===== src/rtl/hazard_irq_ctrl.sv =====
// Pipeline hazard unit (load-use, WB->ID, mispredict) with an interrupt-entry sequencer.
// Optional saturating performance counters are built only when HAZARD_PERF_CNT_EN is defined.
module hazard_irq_ctrl #(
    parameter int XLEN      = 32,
    parameter int REG_AW    = 5,
    parameter int LOAD_LAT  = 1,
    parameter int IRQ_DRAIN = 3
) (
    input  logic              i_clk,
    input  logic              i_rst_n,
    input  logic              i_ex_rd_wren,
    input  logic [REG_AW-1:0] i_ex_rd_addr,
    input  logic              i_wb_rd_wren,
    input  logic [REG_AW-1:0] i_wb_rd_addr,
    input  logic [REG_AW-1:0] i_id_rs1_addr,
    input  logic [REG_AW-1:0] i_id_rs2_addr,
    input  logic [6:0]        i_id_opcode,
    input  logic [6:0]        i_ex_opcode,
    input  logic              i_pc_sel,
    input  logic              i_pc_sel_BTB,
    input  logic [XLEN-1:0]   i_alu_data,
    input  logic [XLEN-1:0]   i_pc_BTB,
    input  logic [XLEN-1:0]   i_id_pc,
    input  logic              i_irq_req,
    output logic              stall_ID,
    output logic              stall_EX,
    output logic              stall_MEM,
    output logic              stall_WB,
    output logic              flush_ID,
    output logic              flush_EX,
    output logic              flush_MEM,
    output logic              flush_WB,
    output logic              pc_enable,
    output logic              restore_pc,
    output logic              o_trap_sel,
    output logic              o_epc_wren,
    output logic [XLEN-1:0]   o_epc,
    output logic              o_irq_ack,
    output logic              o_busy,
    output logic [31:0]       o_stall_cnt,
    output logic [31:0]       o_flush_cnt
);

    localparam logic [6:0] OP_LOAD = 7'b0000011;
    localparam logic [6:0] OP_R    = 7'b0110011;
    localparam logic [6:0] OP_S    = 7'b0100011;
    localparam logic [6:0] OP_B    = 7'b1100011;
    localparam logic [6:0] OP_JAL  = 7'b1101111;
    localparam logic [6:0] OP_JALR = 7'b1100111;

    typedef enum logic [1:0] {IDLE, DRAIN, SAVE, REDIRECT} state_t;

    state_t            state;
    logic [3:0]        ld_cnt;
    logic [2:0]        drn_cnt;
    logic [XLEN-1:0]   epc_q;
    logic [XLEN-1:0]   ex_pc;
    logic              busy_q;
    logic              epc_wren_q;
    logic              trap_sel_q;
    logic              irq_ack_q;

    logic              rs2_used;
    logic              ld_hit;
    logic              wb_hit;
    logic              ex_ctrl;
    logic              mispredict;
    logic              ld_stall;
    logic              irq_take;
    logic [XLEN-1:0]   resolved_pc;

    // x0 never hazards; only R/S/B instructions read rs2. Write enables qualify both producers.
    assign rs2_used = (i_id_opcode == OP_R) || (i_id_opcode == OP_S) || (i_id_opcode == OP_B);

    assign ld_hit = (i_ex_opcode == OP_LOAD) && i_ex_rd_wren && (i_ex_rd_addr != '0) &&
                    ((i_ex_rd_addr == i_id_rs1_addr) ||
                     (rs2_used && (i_ex_rd_addr == i_id_rs2_addr)));

    assign wb_hit = i_wb_rd_wren && (i_wb_rd_addr != '0) &&
                    ((i_wb_rd_addr == i_id_rs1_addr) ||
                     (rs2_used && (i_wb_rd_addr == i_id_rs2_addr)));

    assign ex_ctrl    = (i_ex_opcode == OP_B) || (i_ex_opcode == OP_JAL) || (i_ex_opcode == OP_JALR);
    assign mispredict = ex_ctrl &&
                        ((i_pc_sel != i_pc_sel_BTB) ||
                         (i_pc_sel && i_pc_sel_BTB && (i_alu_data != i_pc_BTB)));

    assign ld_stall    = (ld_cnt != '0) || ld_hit;
    assign irq_take    = (state == IDLE) && i_irq_req && (ld_cnt == '0);
    assign resolved_pc = i_pc_sel ? i_alu_data : (ex_pc + XLEN'(4));

    // Stage controls: hazard responses in IDLE, sequencer overrides while busy.
    always_comb begin
        stall_ID   = 1'b1;
        stall_EX   = 1'b1;
        stall_MEM  = 1'b1;
        stall_WB   = 1'b1;
        flush_ID   = 1'b1;
        flush_EX   = 1'b1;
        flush_MEM  = 1'b1;
        flush_WB   = 1'b1;
        pc_enable  = 1'b1;
        restore_pc = 1'b0;
        if (!i_rst_n) begin
            stall_ID = 1'b1;
        end else if (state == IDLE) begin
            if (mispredict) begin
                flush_ID   = 1'b0;
                flush_EX   = 1'b0;
                restore_pc = 1'b1;
                if (wb_hit) begin
                    pc_enable = 1'b0;
                    stall_ID  = 1'b0;
                end
            end else if (ld_stall || wb_hit) begin
                stall_ID  = 1'b0;
                pc_enable = 1'b0;
                flush_EX  = 1'b0;
            end
        end else begin
            if (mispredict) begin
                flush_EX = 1'b0;
            end
            case (state)
                DRAIN: begin
                    pc_enable = 1'b0;
                    flush_ID  = 1'b0;
                end
                SAVE: begin
                    pc_enable = 1'b0;
                end
                REDIRECT: begin
                    flush_ID = 1'b0;
                end
                default: begin
                    pc_enable = 1'b1;
                end
            endcase
        end
    end

    // A load hit on the same cycle an IRQ is taken is not counted: that ID instruction is re-fetched after the trap.
    always_ff @(posedge i_clk or negedge i_rst_n) begin
        if (!i_rst_n) begin
            ld_cnt <= '0;
        end else if (mispredict) begin
            ld_cnt <= '0;
        end else if (ld_cnt != '0) begin
            ld_cnt <= ld_cnt - 4'd1;
        end else if (ld_hit && (state == IDLE) && !irq_take) begin
            ld_cnt <= 4'(LOAD_LAT - 1);
        end
    end

    // Tracks the PC of the instruction in EX, needed for the not-taken resolved target.
    always_ff @(posedge i_clk or negedge i_rst_n) begin
        if (!i_rst_n) begin
            ex_pc <= '0;
        end else if (stall_ID) begin
            ex_pc <= i_id_pc;
        end
    end

    always_ff @(posedge i_clk or negedge i_rst_n) begin
        if (!i_rst_n) begin
            state      <= IDLE;
            drn_cnt    <= '0;
            epc_q      <= '0;
            busy_q     <= 1'b0;
            epc_wren_q <= 1'b0;
            trap_sel_q <= 1'b0;
            irq_ack_q  <= 1'b0;
        end else begin
            case (state)
                IDLE: begin
                    if (irq_take) begin
                        epc_q   <= i_id_pc;
                        drn_cnt <= 3'(IRQ_DRAIN - 1);
                        busy_q  <= 1'b1;
                        state   <= DRAIN;
                    end
                end
                DRAIN: begin
                    if (mispredict) begin
                        epc_q <= resolved_pc;
                    end
                    if (drn_cnt == '0) begin
                        epc_wren_q <= 1'b1;
                        state      <= SAVE;
                    end else begin
                        drn_cnt <= drn_cnt - 3'd1;
                    end
                end
                SAVE: begin
                    epc_wren_q <= 1'b0;
                    trap_sel_q <= 1'b1;
                    irq_ack_q  <= 1'b1;
                    state      <= REDIRECT;
                end
                default: begin
                    trap_sel_q <= 1'b0;
                    irq_ack_q  <= 1'b0;
                    busy_q     <= 1'b0;
                    state      <= IDLE;
                end
            endcase
        end
    end

    assign o_busy     = busy_q;
    assign o_epc_wren = epc_wren_q;
    assign o_trap_sel = trap_sel_q;
    assign o_irq_ack  = irq_ack_q;
    assign o_epc      = epc_q;

`ifdef HAZARD_PERF_CNT_EN
    logic [31:0] stall_cnt;
    logic [31:0] flush_cnt;

    always_ff @(posedge i_clk or negedge i_rst_n) begin
        if (!i_rst_n) begin
            stall_cnt <= '0;
            flush_cnt <= '0;
        end else begin
            if (!stall_ID && (stall_cnt != 32'hFFFF_FFFF)) begin
                stall_cnt <= stall_cnt + 32'd1;
            end
            if (!flush_EX && (flush_cnt != 32'hFFFF_FFFF)) begin
                flush_cnt <= flush_cnt + 32'd1;
            end
        end
    end

    assign o_stall_cnt = stall_cnt;
    assign o_flush_cnt = flush_cnt;
`else
    assign o_stall_cnt = '0;
    assign o_flush_cnt = '0;
`endif

endmodule

===== config.mk =====
export PLATFORM = sky130hd
export DESIGN_NAME = hazard_irq_ctrl
export DESIGN_NICKNAME = d
export VERILOG_FILES = /design/src/rtl/hazard_irq_ctrl.sv
export SDC_FILE = /design/constraint.sdc
export NUM_CORES = 1
export LEC_CHECK = 0
export CORE_UTILIZATION = 44
export CTS_BUF_LIST = sky130_fd_sc_hd__clkbuf_4
export DETAILED_ROUTE_END_ITERATION = 8
export PLACE_DENSITY = 0.88
export SYNTH_ARGS = -nofsm -noshare
export SYNTH_HDL_FRONTEND = slang
export SYNTH_SLANG_ARGS = --single-unit

===== constraint.sdc =====
create_clock -name i_clk -period 3.15 [get_ports i_clk]
set_clock_uncertainty 0.15 [all_clocks]
set_input_delay 0.4725 -clock i_clk [delete_from_list [all_inputs] [get_ports i_clk]]
set_output_delay 0.4725 -clock i_clk [all_outputs]
set_load 0.02 [all_outputs]

==> run summary, run 1 <==
CP most frequent cell: buf_4
crit path DAT: 2.47 ns
area post-placement: 7830 um^2
initial core utilization: 45.4%
Syn Std Cell Area: 5760 um^2
pre-CTS WS: -0.520 ns
initial antenna violation count: 1
register-to-register setup slack: 0.47 ns
busiest layer in global routing: met2
Synth top area share: 33.0%
final setup TNS: 0 ns
setup violators final: 0
critical path's top delay family: buffers and inverters
Bufs and invs on worst path: 3
register area share after synthesis: 33.0%
die width: 116 um
GP Congestion: 0.868
CP Launch Type: primary input
vias in the first global route: 5485
Nets: 982
Port Buf Inserts: 177
worst hold path type: primary input to flop
Initial DRC Count: 308
Ports: 247
Static Leak: 3.77 nW
Worst-Skew Late Latency: 0.46 ns
CTS Buf Count: 9
worst rel slew slack: 57.1%
syn avg cell area: 9.44 um^2
die height: 116 um
critical path class: primary input to output port
CP startpoint: i_pc_BTB[23]
Critical Path End Type: output port
top cells by area, synth: dfrtp_1, buf_4, xnor2_1
FP Rows: 41
fmax: 323 MHz
cell count after placement: 995
H-tree depth: 3
WP data required: 2.53 ns
router iterations before antenna repair: 6
pwr/cell area: 599 nW/um^2
Core Region: 12700 um^2
wire length per cell: 18.4 um
status: finished clean
die footprint: 13500 um^2
clock tree buffer depth: 2
Mapped Cells: 610
Area growth syn-to-layout: 42.4%
largest net degree at the start of global routing: 47
Worst path max stage delay: 0.44 ns
routed vias/inst: 5.42
synth warn: 0
GR Layer Usage met3: 6.69%
Clock transition at path regs: 0.13 ns
GR Util All Layers: 27.9%
final hold violations: 0
met2 Use GR: 44.4%
crit path cell chain: clkdlybuf4s50_1, xnor2_2, nand4_1, nor4_2, a21oi_1, buf_4, a211oi_4, o221ai_2, buf_4
flip-flop and latch count after synthesis: 76
first-pass GRT wire length: 28200 um
most common cell after layout, fill and taps aside: clkdlybuf4s50_1
fin. max-slew vios: 0
endpoint of the worst register-to-register path: o_epc[25]$_DFFE_PN0P_
aggregate routed wire length: 18700 um
via count: 5504
CTS tree: built
total gr overflow: 0
CP endpoint: pc_enable
commonest cells after routing, fill and taps aside: clkdlybuf4s50_1, dfrtp_1, buf_4, conb_1, nand3_1
dpl hpwl: 14200 um
min cycle time layout: 3.10 ns
cell area after layout: 8200 um^2
slowest CP cell: clkdlybuf4s50_1
VDD IR max: 0.428 mV
final period utilization: 98.3%
CTS Sinks: 76
met1 Use GR: 34.6%
non-filler cells, final: 1015
worst reg2reg startpoint: ld_cnt[0]$_DFFE_PN0P_
hold_sp: i_alu_data[14]
DRC: 0
CTS Root Cell: clkbuf_4
Worst Setup Slack, final: 0.0538 ns
critical path depth: 9
max-cap violations: 0
fraction of layout cells with a size suffix above 1: 19.4%
Yosys cell types: 51
Yosys top cell by area: dfrtp_1
Max FO, Critical Path: 4
r2r worst-path depth: 11
Worst Max-Slew Pin Slew: 0.644 ns
unrepaired setup endpoints after global routing: true
Routed Antenna Nets: 0
==> state kept, by name, summed over array words and instances (netlist names) <==
signal / count
drn_cnt: 3
ex_pc: 32
ld_cnt: 4
o_busy: 1
o_epc: 32
o_epc_wren: 1
o_irq_ack: 1
state: 2
==> metrics by stage <==
stage / hold slack, ns / utilization [%] / total power [mW]
after floorplan: 0.0269 / - / 3.28
after global placement: 0.312 / 61.8 / 4.24
after detailed placement: 0.315 / 61.8 / 4.32
after CTS: 0.367 / 62.9 / 4.88
after global routing: 0.336 / 64.7 / 5.22
final: 0.317 / 64.7 / 4.91
==> worst min path at each step <==
stage	to	cells after the start	slack, ns
after detailed placement	o_busy$_DFFE_PN0P_	1	0.32
after floorplan	drn_cnt[0]$_DFFE_PN0P_	0	0.03
final	o_epc[14]$_DFFE_PN0P_	4	0.32
after CTS	o_busy$_DFFE_PN0P_	2	0.37
after global placement	o_busy$_DFFE_PN0P_	1	0.31
after global routing	o_epc[14]$_DFFE_PN0P_	4	0.34
==> cells by family (layout without fill, tap and decap cells) <==
| logic type | Yosys count | after routing | synth area share [%] |
|---|---|---|---|
| and+or+nand+nor | 176 | 176 | 16.0 |
| adders and majority gates | 9 | 9 | 1.96 |
| muxes | 50 | 50 | 11.5 |
| xor gates and xnor gates | 78 | 78 | 11.9 |
| AOI/OAI and AO/OA | 103 | 103 | 12.9 |
| DFF | 76 | 76 | 33.0 |
| other | 2 | 71 | 0.130 |
| buffers and inverters | 116 | 280 | 12.6 |
==> Yosys cell counts, drive strengths merged <==
cell type,number
a2111oi,1
a211oi,1
a21oi,14
a221o,8
a22oi,12
a31oi,1
and2,3
and3,8
and4,3
buf,80
clkbuf,17
conb,2
dfrtp,76
ha,9
inv,19
mux2,42
mux2i,8
nand2,35
nand2b,5
nand3,44
nand3b,1
nand4,20
nor2,14
nor3,23
nor3b,2
nor4,8
o2111ai,12
o211ai,10
o21a,1
o21ai,24
o21bai,1
o221ai,4
o22a,1
o22ai,11
o2bb2ai,1
o311ai,1
or2,3
or3,4
or4,3
xnor2,57
xor2,21
==> repair_timing <==
item | CTS | global route
hold buffers | 1 | 0
endpoints found under the setup margin | 5 | 8
gates cloned | 0 | 0
gates resized for setup | 34 | 54
pin swaps | 6 | 23
setup buffers | 0 | 1
hold endpoints to repair | 30 | 0
==> routing by layer <==
layer	routed length (um)	vias up	part of all wire (%)
met4	890	0	4.8
met1	7430	2592	40
met3	1650	66	8.8
met2	8730	320	47
met5	0	-	0
li1	-	2526	-
==> worst min-delay path, stage by stage <==
cell	delay (ns)
dlymetal6s2s_1	0.12
buf_4	0.12
o2111ai_1	0.10
nand3_1	0.07
==> where the power goes <==
| group | switching (mW) | total (mW) | leakage [nW] | internal (mW) |
|---|---|---|---|---|
| logic | 1.41 | 2.74 | 2.77 | 1.33 |
| clock network | 0.367 | 0.555 | 0.0673 | 0.188 |
| registers | 0.313 | 1.62 | 0.934 | 1.30 |
==> area by class of cell <==
cell class | instances | area, um^2
Antenna cell | 2 | 5.00
Clock buffer | 12 | 90.1
Clock inverter | 4 | 26.3
Fill cell | 1003 | 4470
Inverter | 19 | 71.3
Multi-Input combinational cell | 485 | 3550
Sequential cell | 76 | 1900
Tap cell | 172 | 215
Timing Repair Buffer | 245 | 2340
Note: power is estimated with default switching activity, not from simulation.
==> run 2: changes to the inputs <==
GPL_ROUTABILITY_DRIVEN = 0   (was default)
==> results of run 2 <==
Same layout as run 1: the final DEF is identical, and so are final timing and power.
